--- src/rtl/if_stage.sv ---
// Instruction-fetch stage: owns the fetch PC, issues aligned i-cache requests and
// turns each live cache response into one fetch packet for the decoder.
`ifndef EXP_ADEF
`define EXP_ADEF 7'h08
`endif
`ifndef INST_NOP
`define INST_NOP 32'h03400000
`endif

module if_stage #(
    parameter logic [31:0] RESET_PC = 32'h1c000000
) (
    input  logic        clk,
    input  logic        rst,
    input  logic        flush,
    input  logic [31:0] flush_pc,
    input  logic        set_pc,
    input  logic [31:0] set_pc_target,
    input  logic        id_full,
    input  logic [31:0] bp_pc_next,
    input  logic        bp_first_jmp,
    input  logic [1:0]  bp_unknown,
    output logic        req_valid,
    output logic [31:0] req_addr,
    input  logic        req_ready,
    input  logic        resp_valid,
    input  logic [63:0] resp_data,
    output logic        out_valid,
    output logic [31:0] out_inst0,
    output logic [31:0] out_inst1,
    output logic [31:0] out_pc,
    output logic [31:0] out_pc_next,
    output logic        out_first_jmp,
    output logic [1:0]  out_unknown,
    output logic [6:0]  out_exception
);

    localparam logic [1:0] S_REQ     = 2'd0;
    localparam logic [1:0] S_WAIT    = 2'd1;
    localparam logic [1:0] S_PRESENT = 2'd2;

    logic [1:0]  state;
    logic [31:0] pc;
    // discard marks a request still in flight whose response belongs to a stale path
    logic        discard;

    logic [31:0] pkt_pc;
    logic [31:0] pkt_pc_next;
    logic        pkt_first_jmp;
    logic [1:0]  pkt_unknown;
    logic [6:0]  pkt_exception;
    logic [31:0] inst0_q;
    logic [31:0] inst1_q;

    logic        aligned;
    logic        accept;
    logic        resp_live;
    logic        have_pkt;
    logic        present;
    logic [31:0] consume_pc;

    always_comb begin
        aligned    = (pc[1:0] == 2'b00);
        req_valid  = ~rst & (state == S_REQ) & ~discard & aligned;
        accept     = req_valid & req_ready;
        resp_live  = (state == S_WAIT) & resp_valid & ~discard;
        have_pkt   = resp_live | (state == S_PRESENT);
        present    = ~rst & ~flush & ~id_full & have_pkt;
        consume_pc = set_pc ? set_pc_target : pkt_pc_next;
    end

    assign req_addr      = {pc[31:3], 3'b000};
    assign out_valid     = present;
    assign out_inst0     = (state == S_WAIT) ? resp_data[31:0]  : inst0_q;
    assign out_inst1     = (state == S_WAIT) ? resp_data[63:32] : inst1_q;
    assign out_pc        = pkt_pc;
    assign out_pc_next   = pkt_pc_next;
    assign out_first_jmp = pkt_first_jmp;
    assign out_unknown   = pkt_unknown;
    assign out_exception = pkt_exception;

    always_ff @(posedge clk) begin
        if (rst) begin
            pc            <= RESET_PC;
            state         <= S_REQ;
            discard       <= (discard | (state == S_WAIT)) & ~resp_valid;
            pkt_pc        <= '0;
            pkt_pc_next   <= '0;
            pkt_first_jmp <= 1'b0;
            pkt_unknown   <= '0;
            pkt_exception <= '0;
            inst0_q       <= '0;
            inst1_q       <= '0;
        end else begin
            if (discard & resp_valid)
                discard <= 1'b0;

            if (flush) begin
                pc    <= flush_pc;
                state <= S_REQ;
                // any request still owed a response after this edge becomes stale
                discard <= ((discard | (state == S_WAIT)) & ~resp_valid) | accept;
            end else begin
                case (state)
                    S_REQ: begin
                        if (!discard) begin
                            if (!aligned) begin
                                pkt_pc        <= pc;
                                pkt_pc_next   <= pc;
                                pkt_first_jmp <= 1'b0;
                                pkt_unknown   <= '0;
                                pkt_exception <= `EXP_ADEF;
                                inst0_q       <= `INST_NOP;
                                inst1_q       <= `INST_NOP;
                                state         <= S_PRESENT;
                            end else if (accept) begin
                                pkt_pc        <= pc;
                                pkt_pc_next   <= bp_pc_next;
                                pkt_first_jmp <= bp_first_jmp;
                                pkt_unknown   <= bp_unknown;
                                pkt_exception <= '0;
                                state         <= S_WAIT;
                            end
                        end
                    end
                    S_WAIT: begin
                        if (resp_valid) begin
                            if (discard) begin
                                state <= S_REQ;
                            end else if (present) begin
                                pc    <= consume_pc;
                                state <= S_REQ;
                            end else begin
                                inst0_q <= resp_data[31:0];
                                inst1_q <= resp_data[63:32];
                                state   <= S_PRESENT;
                            end
                        end
                    end
                    S_PRESENT: begin
                        if (present) begin
                            pc    <= consume_pc;
                            state <= S_REQ;
                        end
                    end
                    default: state <= S_REQ;
                endcase
            end
        end
    end

endmodule

--- config.mk ---
export PLATFORM = sky130hd
export DESIGN_NAME = if_stage
export DESIGN_NICKNAME = d
export VERILOG_FILES = /design/src/rtl/if_stage.sv
export SDC_FILE = /design/constraint.sdc
export NUM_CORES = 1
export LEC_CHECK = 0
export CAP_MARGIN = 20
export CORE_ASPECT_RATIO = 1.1
export CORE_MARGIN = 3
export CORE_UTILIZATION = 33
export DETAILED_ROUTE_END_ITERATION = 7
export PLACE_DENSITY = 0.7
export SLEW_MARGIN = 20
export SYNTH_ARGS = -nofsm -noshare
export SYNTH_HDL_FRONTEND = slang
export SYNTH_SLANG_ARGS = --single-unit
--- constraint.sdc ---
create_clock -name clk -period 1.9 [get_ports clk]
set_clock_uncertainty 0.1 [all_clocks]
set_input_delay 0.19 -clock clk [delete_from_list [all_inputs] [get_ports clk]]
set_output_delay 0.19 -clock clk [all_outputs]
set_load 0.02 [all_outputs]
# After elaboration in Yosys (flattened, before gate mapping)
# Cells that the tools add are included.
[totals] out_inout_bits=172 register_bits=173 word_cells=90
[op_classes] n_reduce_logical=10 bitwise=19 mux=39 n_eq_ne=12
[ops] cell="$mux 32" n=19
[ops] cell="$pmux 32 s2" n=3
[ops] cell="$mux 2" n=9
[ops] cell="$mux 7" n=2
[ops] cell="$ne 2x2->1 const B" n=6
[ops] cell="$and 1x1->1" n=11
[ops] cell="$ne 3x3->1 const B" n=3
[ops] cell="$reduce_and 4->1" n=2
[ops] cell="$reduce_and 7->1" n=1
[ops] cell="$pmux 2 s3" n=1
[ops] cell="$reduce_bool 3->1" n=2
[ops] cell="$mux 1" n=5
[ops] cell="$not 1->1" n=5
[ops] cell="$logic_not 2->1" n=2
[ops] cell="$or 1x1->1" n=3
[ops] cell="$reduce_and 3->1" n=1
[ops] cell="$eq 2x1->1 const B" n=1
[ops] cell="$eq 2x2->1 const B" n=1
[ops] cell="$ne 2x1->1 const B" n=1
[ops] cell="$reduce_bool 2->1" n=1
[ops] cell="$reduce_or 2->1" n=1

# Logic depth before layout (Yosys ltp)
# Gate-level depths: netlist (run 1).
[logic_depth] ltp_word=10 ltp_mapped=8 depth_no_buf=4

# Worst setup path before layout (run 1)
# OpenSTA, ideal clock, no wires.
[synth_path] kind="register to register" startpoint="reg state[0]" endpoint="reg inst0_q[10]" synth_period_minus_slack_ns=1.889 setup_ns=0.117 path_slack_ns=0.011 path_buffers=2 stages_incl_launch_ff=7 arrival_time_ns=1.672 path_cell_list="dfxtp_1 -> o311ai_2 -> a2111oi_4 -> nor2_2 -> buf_6 -> buf_6 -> a22o_1"
[synth_between] elab_chain_len=7 elab_cells_between_ends=15
[synth_rtl] element="start, declared" line_no="42" source="logic [1:0] state;"
[synth_rtl] element="start signal, assigned" line_no="85" source="state <= S_REQ;"
[synth_rtl] element="start signal, assigned" line_no="100" source="state <= S_REQ;"
[synth_rtl] element="start signal, assigned" line_no="115" source="state <= S_PRESENT;"
[synth_rtl] element="$eq 2x1->1" line_no="66, 104"
[synth_rtl] element="$and 1x1->1 (2 in series)" line_no="66" source="resp_live = (state == S_WAIT) & resp_valid & ~discard;"
[synth_rtl] element="$or 1x1->1" line_no="67" source="have_pkt = resp_live | (state == S_PRESENT);"
[synth_rtl] element="$and 1x1->1" line_no="68" source="present = ~rst & ~flush & ~id_full & have_pkt;"
[synth_rtl] element="$ne 2x2->1 (no source line)"
[synth_rtl] element="$reduce_and 7->1 (no source line)"
[synth_rtl] element="end signal, assigned" line_no="113" source="inst0_q <= `INST_NOP;"
[synth_rtl] element="end signal, assigned" line_no="134" source="inst0_q <= resp_data[31:0];"
[synth_rtl] element="end, declared" line_no="52" source="logic [31:0] inst0_q;"
# Several ways; a longest one is shown, not always the timed one.
# A chain may end at the register's enable or synchronous reset.

# Worst setup path after layout (run 1)
[layout_path] startpoint="reg state[0]" endpoint="out out_inst0[24]"
[layout_between] elab_chain_len=2
[layout_rtl] element="$eq 2x1->1" line_no="74" source="assign out_inst0 = (state == S_WAIT) ? resp_data[31:0] : inst0_q;"
[layout_rtl] element="$mux 32" line_no="74"
[layout_rtl] element="end, declared" line_no="29" source="output logic [31:0] out_inst0,"
# Every way passes these cells.

==> impl_metrics.csv, run 1 <==
group,metric,value,unit
job,cap_violations,0,
pwr,powerDensity,733.5,nW/um^2
worst_setup_path,rr_endpoint,"pc[9]",
hold_path,hold_path_class,"in -> reg",
synthesis,seq_area_frac_synth,0.4332,
worst_setup_path,reg2regPathDepth,9,
sta,fmax,483.2,MHz
finish,drive_above_1_share,0.2450,
die,core,22930,um^2
placement,dp_hpwl,17.94,mm
finish,antennaDiodeCount,0,
worst_setup_path,cp_data_arrival_time,1.78,ns
routing,drtAntennaViolNets,0,
sta,slew_headroom,0.6576,
die,die_w,152.0,um
clocking,root_buffer,"clkbuf_16",
synthesis,synth-edff-count,1,
sta,fin_crit_sh,1.089,
routing,viasPerCell,5.017,
die,rows,58,
worst_setup_path,crit_type,"reg -> out",
routing,dr.first_iter.drc_count,331,
die,pin_count,342,
sta,hold_violations,0,
worst_setup_path,crit_fanout,8,
clocking,cts_buffers,17,
routing,remaining_drc_errors,0,
clocking,cts.path.max_buffers,2,
sta,maxSlewViolCount,0,
placement,place_congestion,0.7901,
die,dieHeight,166.6,um
clocking,cts.htree.levels,4,
worst_setup_path,crit_end,"out_inst0[24]",
pwr,p_leak,5.250,nW
die,start_util,0.3375,
worst_setup_path,cp_slowest_cell,"dfxtp_2",
synthesis,synthArstFlopShare,0,
clocking,clock_sinks,167,
worst_setup_path,reg2reg_slack,-0.09,ns
routing,drt_first_pass_iters,5,
grt,grt_antenna_before_repair,0,
clocking,cts_tree,"built",
sta,setup_viol,100,
worst_setup_path,start_kind,"flop",
synthesis,synthDistinctLibCells,39,
worst_setup_path,crit_buf_inv,4,
die,dieArea,25330,um^2
placement,place_area,11360,um^2
outcome,violations,"setup timing",
placement,io_buffer_count,332,
routing,wl_per_cell,19.08,um
grt,grt_overflow,0,
synthesis,syn_area_per_cell,9.095,um^2
sta,rsz0062_at_grt,"yes",
synthesis,synth_top_flop_cell,"dfxtp_1",
sta,finalHoldWorstSlack,0.1753,ns
synthesis,ys_warn_count,0,
synthesis,syn_inst,851,
outcome,status,"finished, violations left",
grt,grt_pass1_vias,7489,
finish,nNetsFinal,1365,
worst_setup_path,worstReg2RegStart,"state[0]",
worst_setup_path,crit_required,1.61,ns
clocking,worstSkewPairLatency,0.43,ns
synthesis,synth_top_area_cell,"dfxtp_1",
sta,fin_crit,2.070,ns
worst_setup_path,crit_path_end_kind,"output pin",
worst_setup_path,crit_family,"buffers and inverters",
synthesis,ys_ff_latch,167,
sta,finalSetupTns,-8.455,ns
sta,fin_ws,-0.1696,ns
synthesis,synth_area_leaders,"dfxtp_1, mux2_2, mux2i_1, a22o_1, nand2_1",
grt,grt_first_pass_wirelength,43.21,mm
clocking,clkTransAtPathRegs,0.06,ns
grt,grt_use_total,0.2114,
routing,vias,7565,
worst_setup_path,crit_path_max_incr_delay,0.32,ns
grt,grt_max_degree,65,
routing,wirelength,28.77,mm
synthesis,yosysTopAreaCellShare,0.4294,
worst_setup_path,crit_start,"state[0]",
synthesis,syn_area,7740,um^2
pwr,irDropWorstVdd,520.0,uV
worst_setup_path,worstPathCellList,"nor2b_4, buf_6, buf_12, buf_6, mux2_4, buf_6",
worst_setup_path,crit_top_cell,"buf_6",
finish,syn2layout_area_growth,70.50,%
finish,fin_area,13200,um^2
sta,tightest_slew,0.5135,ns
worst_setup_path,path_depth,6,
## sequential cells by signal, indices dropped and copies added (netlist names), 2 cells and up
| signal | count |
|---|---|
| inst0_q | 32 |
| inst1_q | 32 |
| out_pc | 32 |
| out_pc_next | 32 |
| out_unknown | 2 |
| pc | 32 |
| state | 2 |
## synthesized netlist by cell type (7+ instances only)
| cell type | number |
|---|---|
| a311oi_1 | 31 |
| nor3_1 | 7 |
| a21oi_1 | 39 |
| dfxtp_1 | 166 |
| nor2_1 | 85 |
| o21ai_0 | 64 |
| mux2_2 | 67 |
| buf_2 | 20 |
| buf_4 | 38 |
| clkbuf_1 | 45 |
| a22o_1 | 58 |
| mux2i_1 | 61 |
| nand2_1 | 127 |
## worst reg2reg max path: stages (launching register included)
cell	delay, ns
dfxtp_2	0.32
nor2b_4	0.14
buf_6	0.14
buf_12	0.15
buf_6	0.12
a311o_2	0.38
buf_12	0.16
buf_16	0.15
mux2i_1	0.17
nor2_1	0.05
## cells in the final DEF (no fill, tap or decap), types with 2 or more instances in the layout
master and n:
nor2_1 82, a21oi_2 6, mux2_2 8, inv_6 5
clkdlybuf4s50_1 263, clkinv_4 5, nor2_4 2, buf_16 4
conb_1 9, buf_6 84, buf_4 36, buf_12 24
dfxtp_2 3, a22o_1 58, nand3_1 4, dfxtp_1 163
buf_8 7, nor3_1 7, o21ai_0 64, a311oi_1 25
a211oi_1 2, a22oi_1 2, nor2b_1 4, mux2_4 59
a21oi_1 33, mux2i_2 4, a311oi_2 6, nand2b_1 2
nand2_1 127, mux2i_1 57, buf_2 3, clkbuf_16 24
nor2_2 2
## cell type report
type                            instances  area, um^2
Timing Repair Buffer                  429        4745
Multi-Input combinational cell        579        4136
Sequential cell                       167        3357
Inverter                                1       3.754
Clock buffer                           19       442.9
Tap cell                              300       375.4
Clock inverter                         13       136.4
Fill cell                            1943        9736
## where the power goes
| part | switching (mW) | internal (mW) |
|---|---|---|
| combinational | 1.11 | 1.31 |
| clock | 1.58 | 1.88 |
| sequential | 0.132 | 3.66 |
| total | 2.82 | 6.86 |
## stage by stage
stage | total power, mW | worst slack (ns) | std cells | util
2_1_floorplan | 4.874 | 0.01095 | 859 | -
3_3_place_gp | 5.862 | -0.1407 | 1422 | 0.4952
3_5_place_dp | 5.879 | -0.1669 | 1422 | 0.4952
4_1_cts | 9.529 | -0.3571 | 1488 | 0.5527
5_1_grt | 10.08 | -0.2421 | 1508 | 0.5755
6_report | 9.679 | -0.1696 | 1508 | 0.5755
## routing by layer
metal  part of all wire  wire (um)  up-vias  global-route usage
met2               0.51      14760      239              0.3699
li1                   -          -     3644                   -
met1               0.43      12310     3661              0.2634
met3              0.050       1430       21             0.05275
met4             0.0096        275        0             0.04730
met5                  0          0        -                   0
## repair_timing
item,4_1_cts,5_1_grt
cloned,11,8
hold buffers,1,0
pin swaps,1,24
resized for setup,355,179
endpoints found under the setup margin,76,119
endpoints found under the hold margin,6,0
setup buffers,23,22
## worst min path at each step
| stage | from | end | depth (start not counted) |
|---|---|---|---|
| 6_report | flush | state[0] | 4 |
| 5_1_grt | flush | state[0] | 4 |
| 4_1_cts | flush | state[1] | 5 |
| 3_5_place_dp | out_unknown[1] | out_unknown[1] | 2 |
| 3_3_place_gp | out_unknown[1] | out_unknown[1] | 2 |
| 2_1_floorplan | flush_pc[26] | pc[26] | 2 |
## kinds of logic (layout without fill, tap and decap cells)
group,after synthesis,in the layout,share of synthesized area
buffers and inverters,113,462,0.08034
AOI/OAI and AO/OA,205,205,0.1853
and+or+nand+nor,237,237,0.1243
muxes,128,128,0.1764
other,1,9,0.0004845
DFF,167,167,0.4332
Note: power is estimated with default switching activity, not from simulation.
==> inputs of run 2 (changes only) <==
--- a/config.mk
+++ b/config.mk
@@ -9,9 +9,10 @@
 export CORE_ASPECT_RATIO = 1.1
 export CORE_MARGIN = 3
 export CORE_UTILIZATION = 33
+export CTS_BUF_LIST = sky130_fd_sc_hd__clkbuf_8
 export DETAILED_ROUTE_END_ITERATION = 7
 export PLACE_DENSITY = 0.7
-export SLEW_MARGIN = 20
+export SLEW_MARGIN = 40
 export SYNTH_ARGS = -nofsm -noshare
 export SYNTH_HDL_FRONTEND = slang
 export SYNTH_SLANG_ARGS = --single-unit
==> run 2 against run 1 <==
The run still ends with setup timing left. Clock power decreased by 25%. Core utilization decreased by 0.49 points. Worst setup slack got worse by 0.038 ns. Die area unchanged. Final cell count increased by 0.46%. Largest cell class unchanged.
==> impl_metrics.csv, run 2 (synthesis gave the netlist of run 1 again) <==
group,metric,value,unit
worst_setup_path,path_depth,6,
worst_setup_path,rr_endpoint,"pc[11]",
sta,fmax,474.5,MHz
finish,antennaDiodeCount,0,
worst_setup_path,start_kind,"flop",
worst_setup_path,worstPathCellList,"nor2b_4, buf_8, buf_16, buf_6, mux2_4, buf_6",
hold_path,hold_path_class,"in -> reg",
finish,syn2layout_area_growth,69.06,%
die,dieHeight,166.6,um
grt,grt_first_pass_wirelength,42.93,mm
die,pin_count,342,
pwr,p_clk_frac,0.293,
worst_setup_path,crit_start,"state[0]",
grt,grt_max_degree,65,
clocking,clock_sinks,167,
outcome,violations,"setup timing",
placement,dp_hpwl,17.94,mm
pwr,swShare,0.3100,
clocking,cts.htree.levels,4,
worst_setup_path,crit_path_max_incr_delay,0.33,ns
grt,grt_pass1_vias,7524,
pwr,p_int,6.111,mW
routing,drtAntennaViolNets,0,
routing,viasPerCell,5.044,
worst_setup_path,cp_data_arrival_time,1.82,ns
worst_setup_path,crit_top_cell,"buf_6",
worst_setup_path,crit_fanout,6,
routing,remaining_drc_errors,0,
sta,fin_ws,-0.2074,ns
worst_setup_path,crit_family,"buffers and inverters",
grt,grt_use_total,0.2098,
worst_setup_path,reg2regPathDepth,9,
sta,slew_headroom,0.6600,
finish,drive_above_1_share,0.2584,
routing,vias,7641,
die,die_w,152.0,um
routing,drt_first_pass_iters,5,
worst_setup_path,worstReg2RegStart,"state[0]",
grt,grt_overflow,0,
die,core,22930,um^2
pwr,p_leak,5.212,nW
routing,wl_per_cell,18.97,um
worst_setup_path,crit_required,1.61,ns
worst_setup_path,crit_type,"reg -> out",
pwr,power.switching,2.746,mW
routing,dr.first_iter.drc_count,332,
sta,hold_violations,0,
finish,final_common_cell,"clkdlybuf4s50_1",
sta,setup_viol,102,
sta,fin_crit_sh,1.109,
clocking,root_buffer,"clkbuf_8",
clocking,worstSkewPairLatency,0.45,ns
sta,rsz0062_at_grt,"yes",
grt,grt_antenna_before_repair,0,
routing,wirelength,28.73,mm
worst_setup_path,crit_end,"out_inst0[6]",
finish,nNetsFinal,1372,
clocking,cts_buffers,17,
clocking,clkTransAtPathRegs,0.09,ns
clocking,cts.path.max_buffers,2,
worst_setup_path,reg2reg_slack,-0.09,ns
pwr,power.share.sequential,0.429,
clocking,cts_tree,"built",
finish,finish.utilization,0.5706,
sta,fin_crit,2.107,ns
sta,maxSlewViolCount,0,
die,start_util,0.3375,
die,dieArea,25330,um^2
placement,io_buffer_count,332,
job,cap_violations,0,
worst_setup_path,crit_buf_inv,4,
pwr,irDropWorstVdd,369.9,uV
pwr,powerDensity,676.9,nW/um^2
pwr,power,8.857,mW
worst_setup_path,cp_slowest_cell,"dfxtp_2",
outcome,status,"finished, violations left",
sta,tightest_slew,0.5099,ns
finish,final_cell_mix,"clkdlybuf4s50_1, dfxtp_1, nand2_1",
die,rows,58,
pwr,comb_power_share,0.278,
placement,place_congestion,0.7901,
worst_setup_path,crit_path_end_kind,"output pin",
-- run 2: cell type report --
class	count	area (um^2)
multi-input combinational	579	4180
sequential	167	3357
tap	300	375.4
fill	1962	9847
clock buffer	18	247.7
inverter	1	3.754
timing repair buffer	436	4781
clock inverter	14	140.1
-- run 2: what timing repair did --
item	4_1_cts	5_1_grt
setup endpoints to repair	80	121
setup buffers	24	32
hold endpoints to repair	6	0
gates resized for setup	355	199
cloned	11	7
pin swaps	3	35
hold buffers	1	0
-- run 2: worst min path at each step --
stage | startpoint | to | slack, ns | cells past startpoint
floorplan | flush_pc[26] | pc[26] | 0.22 | 2
global placement | out_unknown[1] | out_unknown[1] | 0.34 | 2
detailed placement | out_unknown[1] | out_unknown[1] | 0.34 | 2
CTS | flush | state[1] | 0.11 | 5
global route | flush | state[0] | 0.13 | 4
finish | flush | state[0] | 0.14 | 4
-- run 2: metal layers --
layer,global-route usage,wire [um],vias to the layer above,share of wire
li1,-,-,3658,-
met1,0.2625,12090,3698,0.42
met2,0.3645,14610,260,0.51
met3,0.05198,1647,25,0.057
met4,0.04965,386,0,0.013
met5,0,0,-,0
-- run 2: power groups by stage --
stage | sequential [mW] | clock, mW | combinational [mW]
5_1_grt | 3.82 | 2.81 | 2.62
3_3_place_gp | 3.86 | 0 | 2.00
3_5_place_dp | 3.87 | 0 | 2.01
6_report | 3.80 | 2.59 | 2.46
4_1_cts | 3.79 | 2.64 | 2.22
2_1_floorplan | 3.95 | 0 | 0.928
-- run 2: worst min-delay path, stage by stage --
cell and delay, ns:
buf_2 0.14, nor2_1 0.06, buf_4 0.14, a21boi_0 0.11
-- run 2: per-stage QoR --
step / setup WS, ns / cell area, um^2 / std cells / hold slack [ns] / TNS [ns]
after floorplan: 0.01095 / 7770 / 859 / 0.2164 / 0
after global placement: -0.1407 / 11360 / 1422 / 0.3375 / -12.29
after detailed placement: -0.1669 / 11360 / 1422 / 0.3425 / -16.83
after global routing: -0.2930 / 13090 / 1515 / 0.1282 / -20.57
after CTS: -0.4061 / 12500 / 1489 / 0.1088 / -21.53
final: -0.2074 / 13090 / 1515 / 0.1400 / -10.18
==> inputs of run 3 (changes only) <==
--- a/config.mk
+++ b/config.mk
@@ -6,12 +6,13 @@
 export NUM_CORES = 1
 export LEC_CHECK = 0
 export CAP_MARGIN = 20
-export CORE_ASPECT_RATIO = 1.1
+export CORE_ASPECT_RATIO = 0.9
 export CORE_MARGIN = 3
 export CORE_UTILIZATION = 33
 export CTS_BUF_LIST = sky130_fd_sc_hd__clkbuf_8
 export DETAILED_ROUTE_END_ITERATION = 7
 export PLACE_DENSITY = 0.7
+export SETUP_SLACK_MARGIN = 0.05
 export SLEW_MARGIN = 40
 export SYNTH_ARGS = -nofsm -noshare
 export SYNTH_HDL_FRONTEND = slang
==> run 3 against run 2 <==
Sequential share of layout area rose by 0.58 points. The flow still finishes with violations (setup timing). Largest cell class unchanged. Largest power group unchanged. Clock power barely moved. Register-to-register slack got worse by 0.06 ns. Sequential power barely moved.
==> impl_metrics.csv, run 3 (synthesis gave the netlist of run 1 again) <==
group,metric,value,unit
outcome,status,"finished, violations left",
outcome,violations,"setup timing",
finish,final_cell_mix,"clkdlybuf4s50_1, dfxtp_1, nand2_1",
sta,fin_ws,-0.2143,ns
die,pin_count,342,
routing,drtAntennaViolNets,0,
sta,fmax,473.0,MHz
sta,fin_crit_sh,1.113,
sta,maxSlewViolCount,0,
placement,io_buffer_count,332,
routing,wirelength,29.80,mm
clocking,cts_tree,"built",
worst_setup_path,crit_buf_inv,4,
worst_setup_path,worstPathCellList,"nor2b_4, buf_8, buf_12, buf_16, mux2_4, buf_6",
finish,nNetsFinal,1351,
worst_setup_path,crit_start,"state[0]",
die,rows,52,
worst_setup_path,crit_family,"buffers and inverters",
job,cap_violations,0,
worst_setup_path,crit_fanout,5,
clocking,cts.path.max_buffers,2,
sta,finalHoldWorstSlack,0.05043,ns
pwr,swShare,0.3052,
finish,final_common_cell,"clkdlybuf4s50_1",
die,start_util,0.3399,
placement,dp_hpwl,17.83,mm
clocking,worstSkewPairLatency,0.46,ns
grt,grt_first_pass_wirelength,41.27,mm
hold_path,hold_path_class,"in -> reg",
routing,vias,7615,
hold_path,hold_depth,3,
worst_setup_path,reg2reg_slack,-0.15,ns
finish,fin_cells,1491,
worst_setup_path,cp_data_arrival_time,1.82,ns
worst_setup_path,cp_slowest_cell,"dfxtp_2",
die,dieArea,25330,um^2
pwr,irDropWorstVdd,439.5,uV
finish,drive_above_1_share,0.2420,
routing,dr.first_iter.drc_count,378,
routing,wl_met1,13.53,mm
worst_setup_path,reg2regPathDepth,8,
routing,wl_per_cell,19.99,um
worst_setup_path,crit_path_end_kind,"output pin",
worst_setup_path,crit_type,"reg -> out",
routing,dr.max_layer_used,"met4",
clocking,cts.htree.levels,4,
placement,place_congestion,0.7765,
sta,rsz0062_at_grt,"yes",
grt,grt_use_total,0.2017,
worst_setup_path,crit_end,"out_inst0[22]",
worst_setup_path,rr_endpoint,"pc[7]",
finish,syn2layout_area_growth,65.50,%
die,dieHeight,151.3,um
sta,fin_crit,2.114,ns
sta,hold_violations,0,
routing,drt_first_pass_iters,4,
clocking,root_buffer,"clkbuf_8",
grt,grt_pass1_vias,7170,
grt,grt_max_degree,60,
worst_setup_path,crit_required,1.61,ns
placement,dp_cells,1413,
sta,tightest_slew,0.6982,ns
routing,wl_met2,14.34,mm
pwr,comb_power_share,0.272,
clocking,clkTransAtPathRegs,0.09,ns
die,die_w,167.4,um
pwr,power.switching,2.669,mW
routing,viasPerCell,5.107,
worst_setup_path,crit_path_max_incr_delay,0.34,ns
pwr,powerDensity,682.7,nW/um^2
worst_setup_path,start_kind,"flop",
hold_path,hp-start,"rst",
pwr,p_clk_frac,0.294,
clocking,clock_sinks,167,
finish,finish.utilization,0.5625,
grt,grt_overflow,0,
pwr,p_int,6.077,mW
pwr,power.share.sequential,0.434,
routing,remaining_drc_errors,0,
worst_setup_path,worstReg2RegStart,"state[0]",
routing,wl_met3,1.438,mm
sta,finalSetupTns,-15.17,ns
sta,setup_viol,112,
die,core,22770,um^2
clocking,cts_buffers,17,
pwr,p_leak,5.315,nW
grt,grt_antenna_before_repair,0,
worst_setup_path,path_depth,6,
finish,antennaDiodeCount,0,
sta,slew_headroom,0.5346,
[run 3: final cells by class]
class                   instances  area (um^2)
multi-input cells             579         4125
repair buffers                415         4562
inverters                       1        3.754
fillers                      2025         9962
well taps                     297        371.6
clock buffers                  17        234.0
clock inverters                15        152.6
flip-flops and latches        167         3361
[run 3: tightest hold or removal path: cells and delay by family]
family | cells | cell delay (ns)
AND/OR/NAND/NOR | 1 | 0.07
buffers and inverters | 2 | 0.28
[run 3: metrics by stage]
stage	instance area (um^2)	power (mW)	setup slack (ns)
floorplan	7771	4.874	0.08926
global placement	11310	5.845	-0.2276
detailed placement	11310	5.866	-0.1915
CTS	12070	8.572	-0.2418
global route	12810	9.134	-0.2785
finish	12810	8.746	-0.2143
[run 3: worst min-delay path by stage]
stage                     slack, ns             to
after floorplan                0.22         pc[26]
after global placement         0.34  out_first_jmp
after detailed placement       0.35     out_pc[18]
after CTS                      0.01      out_pc[0]
after global routing           0.03      out_pc[1]
final                          0.05      out_pc[0]
[run 3: what timing repair did]
item                                    4_1_cts  5_1_grt
setup buffers                                10       12
hold buffers                                  1        0
resized for setup                           404       80
gates cloned                                  6       18
hold endpoints to repair                      1        0
endpoints found under the setup margin       70      177
pin swaps                                     2       53
[run 3: routing by layer]
layer,GRT usage,vias to the layer above
li1,-,3627
met1,0.2707,3719
met2,0.3255,235
met3,0.04932,34
met4,0.05685,0
met5,0,-
[run 3: power groups by stage]
stage / Sequential [mW] / Clock [mW] / Combinational, mW
2_1_floorplan: 3.95 / 0 / 0.928
3_3_place_gp: 3.86 / 0 / 1.98
3_5_place_dp: 3.87 / 0 / 2.00
4_1_cts: 3.79 / 2.66 / 2.12
5_1_grt: 3.82 / 2.80 / 2.52
6_report: 3.79 / 2.58 / 2.38
